File: config.mk
export PLATFORM = sky130hd
export DESIGN_NAME = tx_frame_scheduler
export DESIGN_NICKNAME = d
export VERILOG_FILES = /design/src/rtl/tx_frame_scheduler_pkg.sv /design/src/rtl/tx_frame_scheduler_rr_arbiter2.sv /design/src/rtl/tx_frame_scheduler.sv
export SDC_FILE = /design/constraint.sdc
export NUM_CORES = 1
export LEC_CHECK = 0
export CAP_MARGIN = 20
export CELL_PAD_IN_SITES_DETAIL_PLACEMENT = 1
export CELL_PAD_IN_SITES_GLOBAL_PLACEMENT = 1
export CORE_MARGIN = 2
export CORE_UTILIZATION = 35
export CTS_CLUSTER_SIZE = 10
export DETAILED_ROUTE_END_ITERATION = 16
export HOLD_SLACK_MARGIN = 0.1
export PLACE_DENSITY_LB_ADDON = 0.12
export SLEW_MARGIN = 20
export SYNTH_ARGS = -nofsm -noshare
export SYNTH_HDL_FRONTEND = slang
export SYNTH_HIERARCHICAL = 1
export SYNTH_SLANG_ARGS = --single-unit
export TNS_END_PERCENT = 5
File: constraint.sdc
create_clock -name clk -period 3.1 [get_ports clk]
set_input_delay 0.62 -clock clk [delete_from_list [all_inputs] [get_ports clk]]
set_output_delay 0.62 -clock clk [all_outputs]
set_load 0.02 [all_outputs]
File: src/rtl/tx_frame_scheduler_pkg.sv
// Shared definitions for the transmit frame scheduler.
//   BYTE_W         : width of one transmitted byte
//   DEFAULT_HEADER : frame sync word, low byte goes out first
//   state_e        : scheduler FSM state encoding
package tx_frame_scheduler_pkg;

    localparam int unsigned BYTE_W         = 8;
    localparam logic [15:0] DEFAULT_HEADER = 16'hAA55;

    typedef enum logic [2:0] {
        StIdle,
        StHdr0,
        StHdr1,
        StPay,
        StCsum,
        StGap
    } state_e;

endpackage

File: src/rtl/tx_frame_scheduler_rr_arbiter2.sv
// Two-way round-robin arbiter with a last-served pointer.
// Ports:
//   clk     : clock, rising edge
//   reset   : synchronous, active-high; pointer returns to favouring source 0
//   req     : request per source
//   advance : a grant is being taken this cycle; pointer records the winner
//   pick    : one-hot winner (all zero when nothing requests)
module tx_frame_scheduler_rr_arbiter2 (
    input  logic       clk,
    input  logic       reset,
    input  logic [1:0] req,
    input  logic       advance,
    output logic [1:0] pick
);

    // 1 = source 1 was served last. Resetting to 1 makes source 0 win the first tie.
    logic last_q;

    always_ff @(posedge clk) begin
        if (reset) begin
            last_q <= 1'b1;
        end else if (advance && (req != 2'b00)) begin
            last_q <= pick[1];
        end
    end

    always_comb begin
        pick = 2'b00;
        unique case (req)
            2'b01:   pick = 2'b01;
            2'b10:   pick = 2'b10;
            2'b11:   pick = last_q ? 2'b01 : 2'b10;
            default: pick = 2'b00;
        endcase
    end

endmodule

File: src/rtl/tx_frame_scheduler.sv
// Shares one byte-level UART transmitter between two report sources
// (source 0 = distance report, source 1 = status/heartbeat). A round-robin
// grant latches the winner's payload, then the frame goes out as
// HEADER[7:0], HEADER[15:8], payload bytes LSB-first, 8-bit sum checksum.
// Ports:
//   clk, reset  : clock and synchronous active-high reset
//   enable      : 0 blocks new grants; a running frame completes
//   req         : level request per source
//   data0/data1 : source payloads, sampled at the grant edge
//   gnt         : one-cycle pulse, payload of that source was latched
//   frame_done  : one-cycle pulse after the checksum byte was accepted
//   byte_out    : byte to the UART, qualified by byte_valid
//   byte_ready  : UART accepts byte_out this cycle
//   busy        : FSM is not idle
//   active_src  : source of the current or last frame
module tx_frame_scheduler
    import tx_frame_scheduler_pkg::*;
#(
    parameter logic [15:0] HEADER        = DEFAULT_HEADER,
    parameter int unsigned PAYLOAD_BYTES = 6,
    parameter int unsigned GAP_CYCLES    = 2
) (
    input  logic                            clk,
    input  logic                            reset,
    input  logic                            enable,
    input  logic [1:0]                      req,
    input  logic [PAYLOAD_BYTES*BYTE_W-1:0] data0,
    input  logic [PAYLOAD_BYTES*BYTE_W-1:0] data1,
    output logic [1:0]                      gnt,
    output logic                            frame_done,
    output logic [BYTE_W-1:0]               byte_out,
    output logic                            byte_valid,
    input  logic                            byte_ready,
    output logic                            busy,
    output logic                            active_src
);

    localparam int unsigned IdxW = (PAYLOAD_BYTES > 1) ? $clog2(PAYLOAD_BYTES) : 1;
    localparam int unsigned GapW = (GAP_CYCLES > 1) ? $clog2(GAP_CYCLES) : 1;
    localparam logic [IdxW-1:0] IdxLast = IdxW'(PAYLOAD_BYTES - 1);
    localparam logic [GapW-1:0] GapLast = GapW'((GAP_CYCLES > 0) ? GAP_CYCLES - 1 : 0);

    state_e                                   state_q, state_d;
    logic [PAYLOAD_BYTES-1:0][BYTE_W-1:0]     payload_q, payload_d;
    logic [IdxW-1:0]                          idx_q, idx_d;
    logic [GapW-1:0]                          gap_q, gap_d;
    logic [BYTE_W-1:0]                        csum_q, csum_d;
    logic [1:0]                               gnt_q, gnt_d;
    logic                                     done_q, done_d;
    logic                                     src_q, src_d;
    logic [1:0]                               pick;
    logic                                     advance;

    tx_frame_scheduler_rr_arbiter2 u_arbiter (
        .clk     (clk),
        .reset   (reset),
        .req     (req),
        .advance (advance),
        .pick    (pick)
    );

    always_ff @(posedge clk) begin
        if (reset) begin
            state_q   <= StIdle;
            payload_q <= '0;
            idx_q     <= '0;
            gap_q     <= '0;
            csum_q    <= '0;
            gnt_q     <= '0;
            done_q    <= 1'b0;
            src_q     <= 1'b0;
        end else begin
            state_q   <= state_d;
            payload_q <= payload_d;
            idx_q     <= idx_d;
            gap_q     <= gap_d;
            csum_q    <= csum_d;
            gnt_q     <= gnt_d;
            done_q    <= done_d;
            src_q     <= src_d;
        end
    end

    always_comb begin
        state_d    = state_q;
        payload_d  = payload_q;
        idx_d      = idx_q;
        gap_d      = gap_q;
        csum_d     = csum_q;
        gnt_d      = 2'b00;
        done_d     = 1'b0;
        src_d      = src_q;
        advance    = 1'b0;
        byte_valid = 1'b0;
        byte_out   = '0;

        unique case (state_q)
            StIdle: begin
                if (enable && (req != 2'b00)) begin
                    advance   = 1'b1;
                    gnt_d     = pick;
                    src_d     = pick[1];
                    payload_d = pick[1] ? data1 : data0;
                    idx_d     = '0;
                    csum_d    = '0;
                    state_d   = StHdr0;
                end
            end
            StHdr0: begin
                byte_valid = 1'b1;
                byte_out   = HEADER[7:0];
                if (byte_ready) begin
                    state_d = StHdr1;
                end
            end
            StHdr1: begin
                byte_valid = 1'b1;
                byte_out   = HEADER[15:8];
                if (byte_ready) begin
                    state_d = StPay;
                end
            end
            StPay: begin
                byte_valid = 1'b1;
                byte_out   = payload_q[idx_q];
                if (byte_ready) begin
                    csum_d = csum_q + payload_q[idx_q];
                    if (idx_q == IdxLast) begin
                        state_d = StCsum;
                    end else begin
                        idx_d = idx_q + 1'b1;
                    end
                end
            end
            StCsum: begin
                byte_valid = 1'b1;
                byte_out   = csum_q;
                if (byte_ready) begin
                    done_d = 1'b1;
                    csum_d = '0;
                    gap_d  = '0;
                    // A zero-length gap skips straight back to idle.
                    state_d = (GAP_CYCLES == 0) ? StIdle : StGap;
                end
            end
            StGap: begin
                if (gap_q == GapLast) begin
                    state_d = StIdle;
                end else begin
                    gap_d = gap_q + 1'b1;
                end
            end
            default: state_d = StIdle;
        endcase
    end

    assign gnt        = gnt_q;
    assign frame_done = done_q;
    assign busy       = (state_q != StIdle);
    assign active_src = src_q;

endmodule

Word-level counts from Yosys, hierarchy flattened
Index checks and enable logic that the tools add are counted.
- eq/ne operators: 17
- reductions and logical operators: 16
- add/subtract/negate cells: 3
- bitwise operators: 3
- multiplexer cells: 29
- $lt $le $gt $ge: 1
- operator list (operator ; number):
    2-to-1 mux 48 bit ; 1
    2-to-1 mux 8 bit ; 4
    case mux 8 bit (4 select lines) ; 1
    2-to-1 mux 3 bit ; 10
    binary-select mux 8 bit (select 3 bit) ; 1
    case mux 8 bit (3 select lines) ; 1
    case mux 3 bit (6 select lines) ; 1
    != test 2 bit, second input constant ; 8
    == test 3 bit, second input constant ; 3
    adder 8 bit ; 1
    AND reduction 4 bit ; 2
    AND reduction 7 bit ; 1
    == test 3 x 2 -> 1 bit, second input constant ; 2
    2-to-1 mux 1 bit ; 6
    case mux 2 bit (3 select lines) ; 1
    case mux 3 bit (2 select lines) ; 1
    nonzero test 2 bit ; 3
    nonzero test 3 bit ; 2
    == test 2 bit, second input constant ; 2
    < comparator 3 x 4 -> 1 bit, second input constant ; 1
    AND reduction 2 bit ; 2
    OR reduction 4 bit ; 1
    adder 3 x 1 -> 3 bit, second input constant ; 1
    == test 3 x 1 -> 1 bit, second input constant ; 1
    other kinds (9) ; 12
- flip-flop bits (word level): 68
- word-level logic and storage cells: 83
- output and inout bits: 14
- input port bits: 102

Longest topological paths before layout
Gate-level depths: netlist of run 1.
- depth after elaboration: 5
- mapped depth: 11
- mapped depth without buffers: 10

By module
The synthesis of run 1 kept the hierarchy.
- modules (own cells, without submodules) (module ; cells an instance ; times used ; seq. area each (µm²) ; area each (µm²)):
    tx_frame_scheduler ; 420 ; 1 ; 1341.3 ; 3759.9
    tx_frame_scheduler_rr_arbiter2 ; 7 ; 1 ; 20.0 ; 61.3

Worst setup path after synthesis of run 1
Ideal clock, no wire load.
- kind: register -> register
- start: register idx_q[0]
- end: register csum_q[7]
- arrival: 2.701 ns
- path slack: 0.278 ns
- cell stages (with the launch flop): 12
- path buffers: 2
- library setup time: 0.122 ns
- path through: dfxtp_1 buf_6 buf_2 mux4_2 nand2_1 o21ai_0 ha_1 a211oi_1 o211ai_2 and3_1 or2_0 a221o_1
- longest elaborated chain between the ends: 5
- RTL lines (what ; RTL line ; RTL):
    start, declared ; tx_frame_scheduler.sv:45 ; logic [IdxW-1:0] idx_q, idx_d;
    start signal, assigned ; tx_frame_scheduler.sv:75 ; idx_q <= idx_d;
    binary-select mux 8 bit (select 3 bit) ; tx_frame_scheduler.sv:127 ; csum_d = csum_q + payload_q[idx_q];
    2-to-1 mux 8 bit (not written as such) ; tx_frame_scheduler.sv:127 ;
    adder 8 bit ; tx_frame_scheduler.sv:127 ;
    2-to-1 mux 8 bit ; tx_frame_scheduler.sv:126 ; if (byte_ready) begin
    case mux 8 bit (3 select lines) ; tx_frame_scheduler.sv:97 ; unique case (state_q)
    end signal, assigned ; tx_frame_scheduler.sv:77 ; csum_q <= csum_d;
    end, declared ; tx_frame_scheduler.sv:47 ; logic [BYTE_W-1:0] csum_q, csum_d;
No other way between the ends. The select of a mux whose other input is x is not followed.
A chain may end at the register's enable or synchronous reset.

Final worst setup path of run 1
- start: register idx_q[1]
- end: output byte_out[1]
- longest elaborated chain between the ends: 3
- RTL lines (what ; RTL line ; RTL):
    binary-select mux 8 bit (select 3 bit) ; tx_frame_scheduler.sv:125 ; byte_out = payload_q[idx_q];
    2-to-1 mux 8 bit (not written as such) ; tx_frame_scheduler.sv:125 ;
    case mux 8 bit (4 select lines) ; tx_frame_scheduler.sv:97 ;
    end, declared ; tx_frame_scheduler.sv:31 ; output logic [BYTE_W-1:0] byte_out,
No other way between the ends. The select of a mux whose other input is x is not followed.

==> results of run 1 <==
[cells in the mapped netlist, drive strengths merged (4+ instances only)]
cell type	n	share of area, %
a211oi	49	9.6
a21o	4	0.79
a21oi	15	2.1
buf	18	2.4
clkbuf	16	1.6
dfxtp	68	36
ha	9	2.9
inv	7	0.69
mux2i	59	15
mux4	8	4.9
nand2	28	2.8
nand2b	4	0.65
nand3	7	0.92
nor2	65	6.4
nor3	4	0.65
o21ai	20	2.6
xnor2	5	1.1
[report_power, final]
part           internal [mW]  total, mW  switching (mW)
Combinational          0.548       1.15           0.604
Sequential              1.00       1.09          0.0886
Clock                  0.388      0.735           0.347
Total                   1.94       2.98            1.04
[worst min-delay path: cells and delay by family, from the launching register on]
family | cells | cell delay [ns]
AND/OR/NAND/NOR | 1 | 0.06
AO/OA/AOI/OAI | 1 | 0.05
flip-flops | 1 | 0.34
[repair_timing]
action	CTS	global route
setup endpoints to repair	5	6
resized for setup	4	6
buffers inserted	0	0
hold buffers	0	0
[registers in the layout, summed over array words and instances, names as in the netlist]
name	flops
gnt	2
frame_done	1
gap_q	1
payload_q	48
idx_q	3
state_q	3
active_src	1
u_arbiter/last_q	1
csum_q	8
[through the flow]
stage | cells | utilization (%) | TNS, ns | instance area, µm²
5_1_grt | 672 | 49.5 | -0.0341 | 5320
4_1_cts | 672 | 49.4 | 0 | 5310
3_5_place_dp | 657 | 47.5 | 0 | 5100
2_1_floorplan | 427 | - | 0 | 3820
6_report | 672 | 49.5 | 0 | 5320
3_3_place_gp | 657 | 47.5 | 0 | 5100
[worst max-delay path by stage]
stage / from / endpoint / cells past startpoint
after floorplan: idx_q[0] / csum_q[7] / 11
after global routing: idx_q[0] / csum_q[7] / 10
after global placement: idx_q[1] / csum_q[7] / 9
final: idx_q[1] / byte_out[1] / 6
after detailed placement: idx_q[1] / csum_q[6] / 10
after CTS: idx_q[0] / byte_out[6] / 7
[layer usage]
layer / vias to the layer above / share of wire [%]
met5: - / 0
met4: 0 / 1.0
met3: 11 / 4.2
met2: 71 / 49
met1: 1637 / 46
li1: 1760 / -
[kinds of logic (layout without fill, tap and decap cells)]
kind of cell / count (synthesis) / in the layout / synth area share, %
and+or+nand+nor: 128 / 128 / 15.0
AOI/OAI and AO/OA: 105 / 105 / 19.2
DFF: 68 / 68 / 35.6
muxes: 67 / 67 / 20.4
buffers and inverters: 42 / 147 / 4.72
adders and majority gates: 10 / 10 / 3.47
xor gates and xnor gates: 7 / 7 / 1.60
[area by class of cell]
type                            instances  area, µm²  share of cell area, %
Clock buffer                           11        141                   2.66
Clock inverter                          4       50.0                  0.941
Inverter                                8       30.0                  0.565
Multi-Input combinational cell        317       2310                   43.5
Sequential cell                        68       1360                   25.6
Tap cell                              140        175                   3.29
Timing Repair Buffer                  124       1250                   23.4
==> impl_metrics.yaml, run 1 <==
global_routing:
  grt.met1_usage_pct: 24.7
  antenna_found_initial: 0
  gr-total-overflow: 0
  grt_pass1_wl_um: 17600
  grtUsageTotal_pct: 19.2
  grt_pass1_vias: 3579
  grt_max_degree: 63
  grtUsageMet2_pct: 32.4
  busiest_layer: "met2"
  met3_usage_pct: 4.70
placed_design:
  portBuffers: 115
  dp_slack_ns: 0.0864
  gp_congestion: 0.887
  hpwl_um: 8310
clock_tree:
  clk_latency_ns: 0.35
  clk_path_buf_depth: 2
  cts_buffers: 9
  htreeDepth: 3
  cts_root_buf: "clkbuf_8"
  cts.sinks: 68
  path_clk_slew_ns: 0.07
  cts_tree: "built"
sta:
  max_slew_margin_pct: 57.2
  hold_violations: 0
  rsz0062_at_grt: "yes"
  finalCritPeriodShare_pct: 95.6
  holdWs_ns: 0.495
  finalSetupViolCount: 0
  slew_violations: 0
  fin_crit_ns: 2.96
  setup_slack_ns: 0.137
  fmax_mhz: 337
  tightest_slew_ns: 0.633
  clock_skew_ns: 0.00497
critical_path:
  r2r-end: "csum_q[7]"
  cp-start-kind: "register"
  cp_data_arrival_time_ns: 2.34
  cpPeakStageDelay_ns: 0.55
  worst-path-buf-inv: 1
  crit_chain: "mux4_2, nand2_1, o21ai_1, nor2_1, o21ai_0, clkdlybuf4s50_1"
  worst_setup_path_end_kind: "output port"
  worst-r2r-cell-count: 10
  r2r-start: "idx_q[0]"
  crit_fanout: 8
  criticalPathCategory: "register to output port"
  slowest_stage: "clkdlybuf4s50_1"
  regToRegSetupSlack_ns: 0.17
  crit_family: "buffers and inverters"
  cp.required_ns: 2.48
routing:
  drt_wl_total_um: 10600
  drt_iter0_drc: 106
  drtAntennaViolNets: 0
  drt-pass1-iter-count: 4
  vias: 3479
  wl_per_cell_um: 15.8
  remaining_drc_errors: 0
  viasPerCell: 5.18
synthesis:
  synth-seq-cells: 68
  synthFlopType: "dfxtp_1"
  async_flop_share_pct: 0
  synthCells: 427
  ys_types: 51
  yosysSeqAreaShare_pct: 35.6
  avgSynthCellArea_um2: 8.95
  synth_edf_count: 0
  synth_area_um2: 3820
  yosysWarnings: 6
  syn_nets: 539
power_and_ir_drop:
  pwr_density_cell_nw_per_um2: 560
  p_leak_nw: 2.04
  ir_drop_v: 0.000247
  p_total_mw: 2.98
cells_and_area:
  num_antenna_cells: 0
  layout_commonest_cell: "clkdlybuf4s50_1"
  drive_above_1_share_pct: 7.52
  n_fill_cell: 1269
  syn_to_final_growth_pct: 39.2
  nets: 640
  layout_common_cells: "clkdlybuf4s50_1 (108), dfxtp_1 (67), nor2_1 (64)"
floorplan:
  start_util_pct: 35.6
  dieArea_um2: 11800
  chipHeight_um: 108
  fp.dieW_um: 108
  io_pins: 116
  placementRows: 38
  core_um2: 10700
min_path:
  holdPathEnd: "csum_q[4]"
  hp-class: "register to register"
  whs_path_depth: 2
  worstHoldStart: "csum_q[4]"
job:
  maxCapViolations: 0
status:
  status: "finished, final reports clean"
Note: power is estimated with default switching activity, not from simulation.
==> run 2: changes to the inputs <==
--- a/config.mk
+++ b/config.mk
@@ -13,6 +13,7 @@
 export CTS_CLUSTER_SIZE = 10
 export DETAILED_ROUTE_END_ITERATION = 16
 export HOLD_SLACK_MARGIN = 0.1
+export MAX_ROUTING_LAYER = met4
 export PLACE_DENSITY_LB_ADDON = 0.12
 export SLEW_MARGIN = 20
 export SYNTH_ARGS = -nofsm -noshare
==> impl_metrics.yaml, run 2 (synthesis gave the netlist of run 1 again) <==
sta:
  finalCritPeriodShare_pct: 95.8
  finalSetupViolCount: 0
  tightest_slew_ns: 0.629
  hold_violations: 0
  fin_crit_ns: 2.97
  holdWs_ns: 0.496
  max_slew_margin_pct: 57.4
  fmax_mhz: 337
  slew_violations: 0
  rsz0062_at_grt: "yes"
  clock_skew_ns: 0.00560
placed_design:
  placedCellCount: 657
  postPlaceCellArea_um2: 5100
  gp_congestion: 0.902
  portBuffers: 115
  hpwl_um: 8310
critical_path:
  cp-start-kind: "register"
  criticalPathCategory: "register to output port"
  slowest_stage: "clkdlybuf4s50_1"
  crit_chain: "mux4_2, nand2_1, o21ai_1, nor2_1, o21ai_0, clkdlybuf4s50_1"
  cp_data_arrival_time_ns: 2.35
  cpPeakStageDelay_ns: 0.55
  crit_fanout: 8
  worst_setup_path_end_kind: "output port"
  cp.required_ns: 2.48
  crit_family: "buffers and inverters"
  worst-path-buf-inv: 1
cells_and_area:
  syn_to_final_growth_pct: 39.2
  layout_commonest_cell: "clkdlybuf4s50_1"
  drive_above_1_share_pct: 7.52
  largest_reg_flops: 48
  layout_common_cells: "clkdlybuf4s50_1 (108), dfxtp_1 (67), nor2_1 (64)"
  nets: 640
  n_fill_cell: 1269
  top_regs: "payload_q (48), csum_q (8)"
  num_antenna_cells: 0
  largest_register: "payload_q"
  fin_cells: 672
  post-route-util_pct: 49.5
  stdcell_area_um2: 5320
global_routing:
  grt_pass1_wl_um: 17600
  antenna_found_initial: 0
  gr-total-overflow: 0
  grt_pass1_vias: 3582
  grt_max_degree: 63
  grtUsageTotal_pct: 19.8
floorplan:
  fp.dieW_um: 108
  dieArea_um2: 11800
  core_um2: 10700
  placementRows: 38
  io_pins: 116
  start_util_pct: 35.6
  chipHeight_um: 108
clock_tree:
  clk_path_buf_depth: 2
  htreeDepth: 3
  cts_root_buf: "clkbuf_8"
  cts.sinks: 68
  cts_buffers: 9
  cts_tree: "built"
  hold_buffers: 0
  clk_latency_ns: 0.36
  path_clk_slew_ns: 0.07
  postCtsSetupBuffers: 0
min_path:
  hp-class: "register to register"
routing:
  drt_wl_total_um: 10600
  remaining_drc_errors: 0
  drt-pass1-iter-count: 4
  wl_per_cell_um: 15.8
  vias: 3485
  drtAntennaViolNets: 0
  viasPerCell: 5.19
  drt_iter0_drc: 111
status:
  status: "finished, final reports clean"
power_and_ir_drop:
  p_leak_nw: 2.04
  ir_drop_v: 0.000246
  pwr_density_cell_nw_per_um2: 560
  p_total_mw: 2.98
job:
  maxCapViolations: 0
==> run 2: cell counts in the layout (fill, tap and decap cells not counted) <==
No cell type changed its count.
==> run 2: area by class of cell <==
| cell class | instances | area (µm²) | share of cell area (%) |
|---|---|---|---|
| Tap cell | 140 | 175 | 3.29 |
| Timing Repair Buffer | 124 | 1250 | 23.4 |
| Clock buffer | 11 | 141 | 2.66 |
| Clock inverter | 4 | 50.0 | 0.941 |
| Sequential cell | 68 | 1360 | 25.6 |
| Inverter | 8 | 30.0 | 0.565 |
| Multi-Input combinational cell | 317 | 2310 | 43.5 |
==> run 2: worst paths after layout <==
kind              startpoint           to  slack (ns)  depth (start not counted)
setup reg to reg    idx_q[0]    csum_q[7]        0.17                         10
hold reg to reg    csum_q[4]    csum_q[4]        0.50                          2
hold / removal     csum_q[4]    csum_q[4]        0.50                          2
setup / recovery    idx_q[1]  byte_out[1]        0.13                          6
==> run 2: tightest hold or removal path: stages (launching register included) <==
cell     delay, ns
dfxtp_1       0.34
nand2_1       0.06
a21oi_1       0.05
==> run 2: metal layers <==
layer	track usage, %	part of all wire (%)	vias up
li1	-	-	1762
met1	24.9	46	1638
met4	5.40	1.2	0
met3	4.10	3.7	13
met2	32.5	49	72
met5	-	0	-
==> run 2: per-stage QoR <==
stage | setup slack, ns | setup TNS, ns
6_report | 0.130 | 0
5_1_grt | -0.0254 | -0.0345
4_1_cts | 0.0000282 | 0
3_5_place_dp | 0.0864 | 0
3_3_place_gp | 0.189 | 0
2_1_floorplan | 0.278 | 0
==> run 2: where the power goes <==
group | total [mW] | internal, mW | switching [mW] | leakage (nW)
clock | 0.736 | 0.388 | 0.348 | 0.0914
combinational | 1.15 | 0.548 | 0.603 | 1.39
sequential | 1.09 | 1.00 | 0.0884 | 0.559
==> run 2: timing repair <==
| action | in CTS | in global routing |
|---|---|---|
| gates cloned | 0 | 0 |
| gates resized for setup | 4 | 6 |
| endpoints found under the setup margin | 5 | 6 |
==> RTL change 1: new RTL, flow settings as in run 2 <==
The 6 states of `state_e` get a Gray code encoding in 3 bits.
--- a/src/rtl/tx_frame_scheduler_pkg.sv
+++ b/src/rtl/tx_frame_scheduler_pkg.sv
@@ -10,8 +10,8 @@
     typedef enum logic [2:0] {
-        StIdle,
-        StHdr0,
-        StHdr1,
-        StPay,
-        StCsum,
-        StGap
+        StIdle = 3'b000,
+        StHdr0 = 3'b001,
+        StHdr1 = 3'b011,
+        StPay  = 3'b010,
+        StCsum = 3'b110,
+        StGap  = 3'b111
     } state_e;
Function: no difference found for any inputs over 4 cycles, from zero or initial values and one cycle with reset high; so few cycles prove little.
==> RTL change 1 against run 2 <==
Critical path depth down 1; power up 37%; area after synthesis up 5.9%; die area up 5.6%; cell area up 7.3%; sequential cell count unchanged; setup slack worse by 0.033 ns; combinational power up 49%; routed wire length up 9.5%.
==> RTL change 1: results (changes against run 2) <==
Parameter                              Value

Logic synthesis
  Netlist cell types    47 (was 51)
  Cells taking the most area after synthesis    dfxtp_1, a211oi_2, mux2i_1, nor2_1, mux4_2 (was dfxtp_1, mux2i_1, a211oi_1, nor2_1, mux4_2)

GRT
  Number of global-route vias before repair    3661 (was 3582)
  Wire length of the first global-routing pass    19000 um (was 17600 um)
  Total track usage    19.6% (was 19.8%)

Power
  Reported leakage power    2.12 nW (was 2.04 nW)
  Worst vdd ir    0.338 mV (was 0.246 mV)
  Part of the power in combinational logic    41.9% (was 38.6%)
  Switching power    1.47 mW (was 1.04 mW)
  Clock network power share    27.6% (was 24.7%)
  Final Power    4.08 mW (was 2.98 mW)

Critical path
  Arrival time at the worst endpoint    2.38 ns (was 2.35 ns)
  End of the worst register-to-register path    csum_q[6] (was csum_q[7])
  Reg2reg path depth    11 (was 10)
  Max stage delay cell, worst path    mux4_2 (was clkdlybuf4s50_1)
  Gate family responsible for the most delay along the worst path    multiplexers (was buffers and inverters)

Placement
  Dpl cell area    5370 um^2 (was 5100 um^2)
  Pre-CTS worst setup slack    0.0953 ns (was 0.0864 ns)
  Final weighted congestion in routability-driven placement    0.832 (was 0.902)
  Cell Count Post-Placement    653 (was 657)

Timing
  Worst Hold Slack    0.486 ns (was 0.496 ns)
  Setup Skew    0.0118 ns (was 0.00560 ns)
  Maximum clock frequency    333 MHz (was 337 MHz)
  Measured slew at the worst slew-check pin    0.558 ns (was 0.629 ns)

Layout
  Count of non-filler cells in the finished layout    669 (was 672)
  Share of post-route cells with drive strength above 1    20.3% (was 7.52%)

Detailed routing
  Violation count after the first detailed-routing iteration    92 (was 111)
  Sum of routed wire length over all layers    11600 um (was 10600 um)

Clocking
  Insertion delay of the later-clocked pin in the worst-skew pair    0.33 ns (was 0.36 ns)
  CTS-repair resized insts    5 (was 4)

Min path
  Hold wc startpoint    gap_q (was csum_q[4])
  Hold Crit Endpoint    gap_q (was csum_q[4])

Run status
  Result of the run    finished, final reports clean (unchanged)
[RTL change 1: metal layers]
metal | track usage (%) | wire [um] | share of wire, % | up-vias
met5 | - | 0 | 0 | -
met4 | 5.19 | 101 | 0.87 | 0
met3 | 3.76 | 480 | 4.1 | 8
met2 | 32.2 | 5700 | 49 | 82
met1 | 25.0 | 5350 | 46 | 1659
li1 | - | - | - | 1724
[RTL change 1: kinds of logic (layout without fill, tap and decap cells)]
logic type / Yosys count / after routing / synth area share, %
AOI/OAI and AO/OA: 109 / 109 / 24.9
xor gates and xnor gates: 6 / 6 / 1.30
adders and majority gates: 10 / 10 / 3.28
buffers and inverters: 42 / 161 / 6.43
DFF: 68 / 68 / 33.7
muxes: 66 / 66 / 18.8
and+or+nand+nor: 106 / 106 / 11.6
[RTL change 1: cell type report]
cell class              count  area (um^2)
fillers                  1304         5660
multi-input cells         297         2440
flip-flops and latches     68         1370
repair buffers            137         1360
clock buffers              11          243
well taps                 143          179
clock inverters             5         85.1
inverters                   8         30.0
==> RTL change 2: new RTL, config.mk and constraints of run 2 <==
Made on the original files. Set the parameter `GAP_CYCLES` to 4 (it was 2).
--- a/src/rtl/tx_frame_scheduler.sv
+++ b/src/rtl/tx_frame_scheduler.sv
@@ -20,3 +20,3 @@
     parameter int unsigned PAYLOAD_BYTES = 6,
-    parameter int unsigned GAP_CYCLES    = 2
+    parameter int unsigned GAP_CYCLES    = 4
 ) (
Behaviour: no difference found for any inputs over 4 cycles, from zero or initial values and one cycle with reset high; that may be too few to reach the edited logic, so the function may still have changed.
==> RTL change 2 against run 2 <==
Routed wire length up 4.6%; non-clock buffer count down 2; critical path depth unchanged; register-to-register slack got worse by 0.04 ns; area after synthesis grew 1.6%; sequential cell count up 1; clock skew up 0.0037 ns; power grew 19%; maximum frequency hardly changed; setup slack about the same; cell area up 1.5%.
==> RTL change 2: results (changes against run 2) <==
Parameter                              Value

Clocking
  Clock transition at the registers of the reported paths    0.08 ns
  Number of buffers on the longest clock path    2 (unchanged)
  Insertion delay of the later-clocked pin in the worst-skew pair    0.35 ns

Power
  Worst vdd ir    0.314 mV (was 0.246 mV)
  Switching power    1.33 mW (was 1.04 mW)
  Reported leakage power    2.04 nW (about the same)

Critical path
  Worst Path Max Fanout    4 (was 8)
  Gate family responsible for the most delay along the worst path    multiplexers (was buffers and inverters)
  Max stage delay cell, worst path    mux4_1 (was clkdlybuf4s50_1)
  Crit-path max cell delay    0.58 ns (was 0.55 ns)
  End of the worst register-to-register path    csum_q[6] (was csum_q[7])
  R2R Setup Slk    0.13 ns (was 0.17 ns)

Logic synthesis
  Cells taking the most area after synthesis    dfxtp_1, mux2i_1, a211oi_1, nor2_1, ha_1 (was dfxtp_1, mux2i_1, a211oi_1, nor2_1, mux4_2)
  Part of the Yosys area used for sequential elements    35.6% (about the same)
  Leading post-synthesis cells by instance count    nor2_1, dfxtp_1, mux2i_1, a211oi_1, nand2_1 (was dfxtp_1, nor2_1, mux2i_1, a211oi_1, nand2_1)
  Synthesized netlist net count    545 (was 539)
  Mapped Avg Cell Area    8.99 um^2 (was 8.95 um^2)

Timing
  Measured slew at the worst slew-check pin    0.614 ns (was 0.629 ns)
  Maximum clock frequency    337 MHz (about the same)
  Setup Skew    0.00926 ns (was 0.00560 ns)

Detailed routing
  Violation count after the first detailed-routing iteration    143 (was 111)
  Average vias per placed instance    5.24 (was 5.19)
  Sum of routed wire length over all layers    11100 um (was 10600 um)

Placement
  Post-DP HPWL    8610 um (was 8310 um)
  Pre-CTS worst setup slack    0.0949 ns (was 0.0864 ns)
  Final weighted congestion in routability-driven placement    0.856 (was 0.902)
  Cell Count Post-Placement    663 (was 657)
  Dpl cell area    5150 um^2 (was 5100 um^2)

Layout
  Number of filler cells placed in the layout    1248 (was 1269)
  Share of post-route cells with drive strength above 1    7.61% (was 7.52%)
  Count of non-filler cells in the finished layout    679 (was 672)
  Total number of nets in the final design    647 (was 640)

Min path
  Hold Crit Endpoint    csum_q[5] (was csum_q[4])
  Hold wc startpoint    csum_q[5] (was csum_q[4])

GRT
  Total track usage    20.2% (was 19.8%)
  Pin count of the biggest net entering global routing    99 (was 63)
  Wire length of the first global-routing pass    18100 um (was 17600 um)

Run status
  Result of the run    finished, final reports clean (unchanged)
[RTL change 2: cell type report]
class	instances	share of cell area (%)
timing repair buffer	122	22.6
clock buffer	11	2.81
multi-input combinational	322	43.5
sequential	69	25.6
tap	140	3.25
inverter	10	0.696
clock inverter	5	1.51
[RTL change 2: kinds of logic after synthesis]
group                    after synthesis  synth area share [%]
AND/OR/NAND/NOR                      128                  14.5
buffers and inverters                 41                  4.70
AO/OA/AOI/OAI                        110                  20.0
XOR/XNOR                               6                  1.35
multiplexers                          67                  20.1
adder cells (fa/ha/maj)               11                  3.74
flip-flops                            69                  35.6
[RTL change 2: how the worst max path moves through the flow]
stage | from | endpoint
final | idx_q[0] | byte_out[0]
after global routing | idx_q[0] | csum_q[6]
after CTS | idx_q[0] | byte_out[1]
after detailed placement | idx_q[0] | csum_q[6]
after global placement | idx_q[0] | csum_q[6]
after floorplan | idx_q[0] | csum_q[6]
[RTL change 2: routing by layer]
| metal | part of all wire, % | GRT usage [%] | vias up | wire length (um) |
|---|---|---|---|---|
| li1 | - | - | 1793 | - |
| met1 | 46 | 25.6 | 1669 | 5080 |
| met2 | 50 | 33.0 | 86 | 5520 |
| met3 | 3.9 | 3.85 | 9 | 429 |
| met4 | 0.81 | 5.61 | 0 | 90 |
| met5 | 0 | - | - | 0 |
[RTL change 2: worst min-delay path, cell delays in order, from the launching register on]
cell	delay, ns
dfxtp_1	0.34
nand2_1	0.06
a21oi_1	0.05
[RTL change 2: what timing repair did]
item,CTS,global route
endpoints found under the setup margin,6,5
resized for setup,6,5
gates cloned,0,0
[RTL change 2: metrics by stage]
| step | utilization (%) | setup TNS [ns] | hold WS (ns) |
|---|---|---|---|
| 6_report | 49.8 | 0 | 0.494 |
| 2_1_floorplan | - | 0 | 0.449 |
| 4_1_cts | 49.6 | 0 | 0.489 |
| 3_3_place_gp | 47.6 | 0 | 0.478 |
| 5_1_grt | 49.8 | -0.0571 | 0.529 |
| 3_5_place_dp | 47.6 | 0 | 0.478 |
[RTL change 2: power groups by stage]
stage	clock [mW]	sequential (mW)	combinational, mW
final	0.869	1.22	1.46
after global routing	0.926	1.24	1.62
after CTS	0.881	1.22	1.47
after detailed placement	0	1.24	1.49
after global placement	0	1.23	1.46
after floorplan	0	1.16	1.04
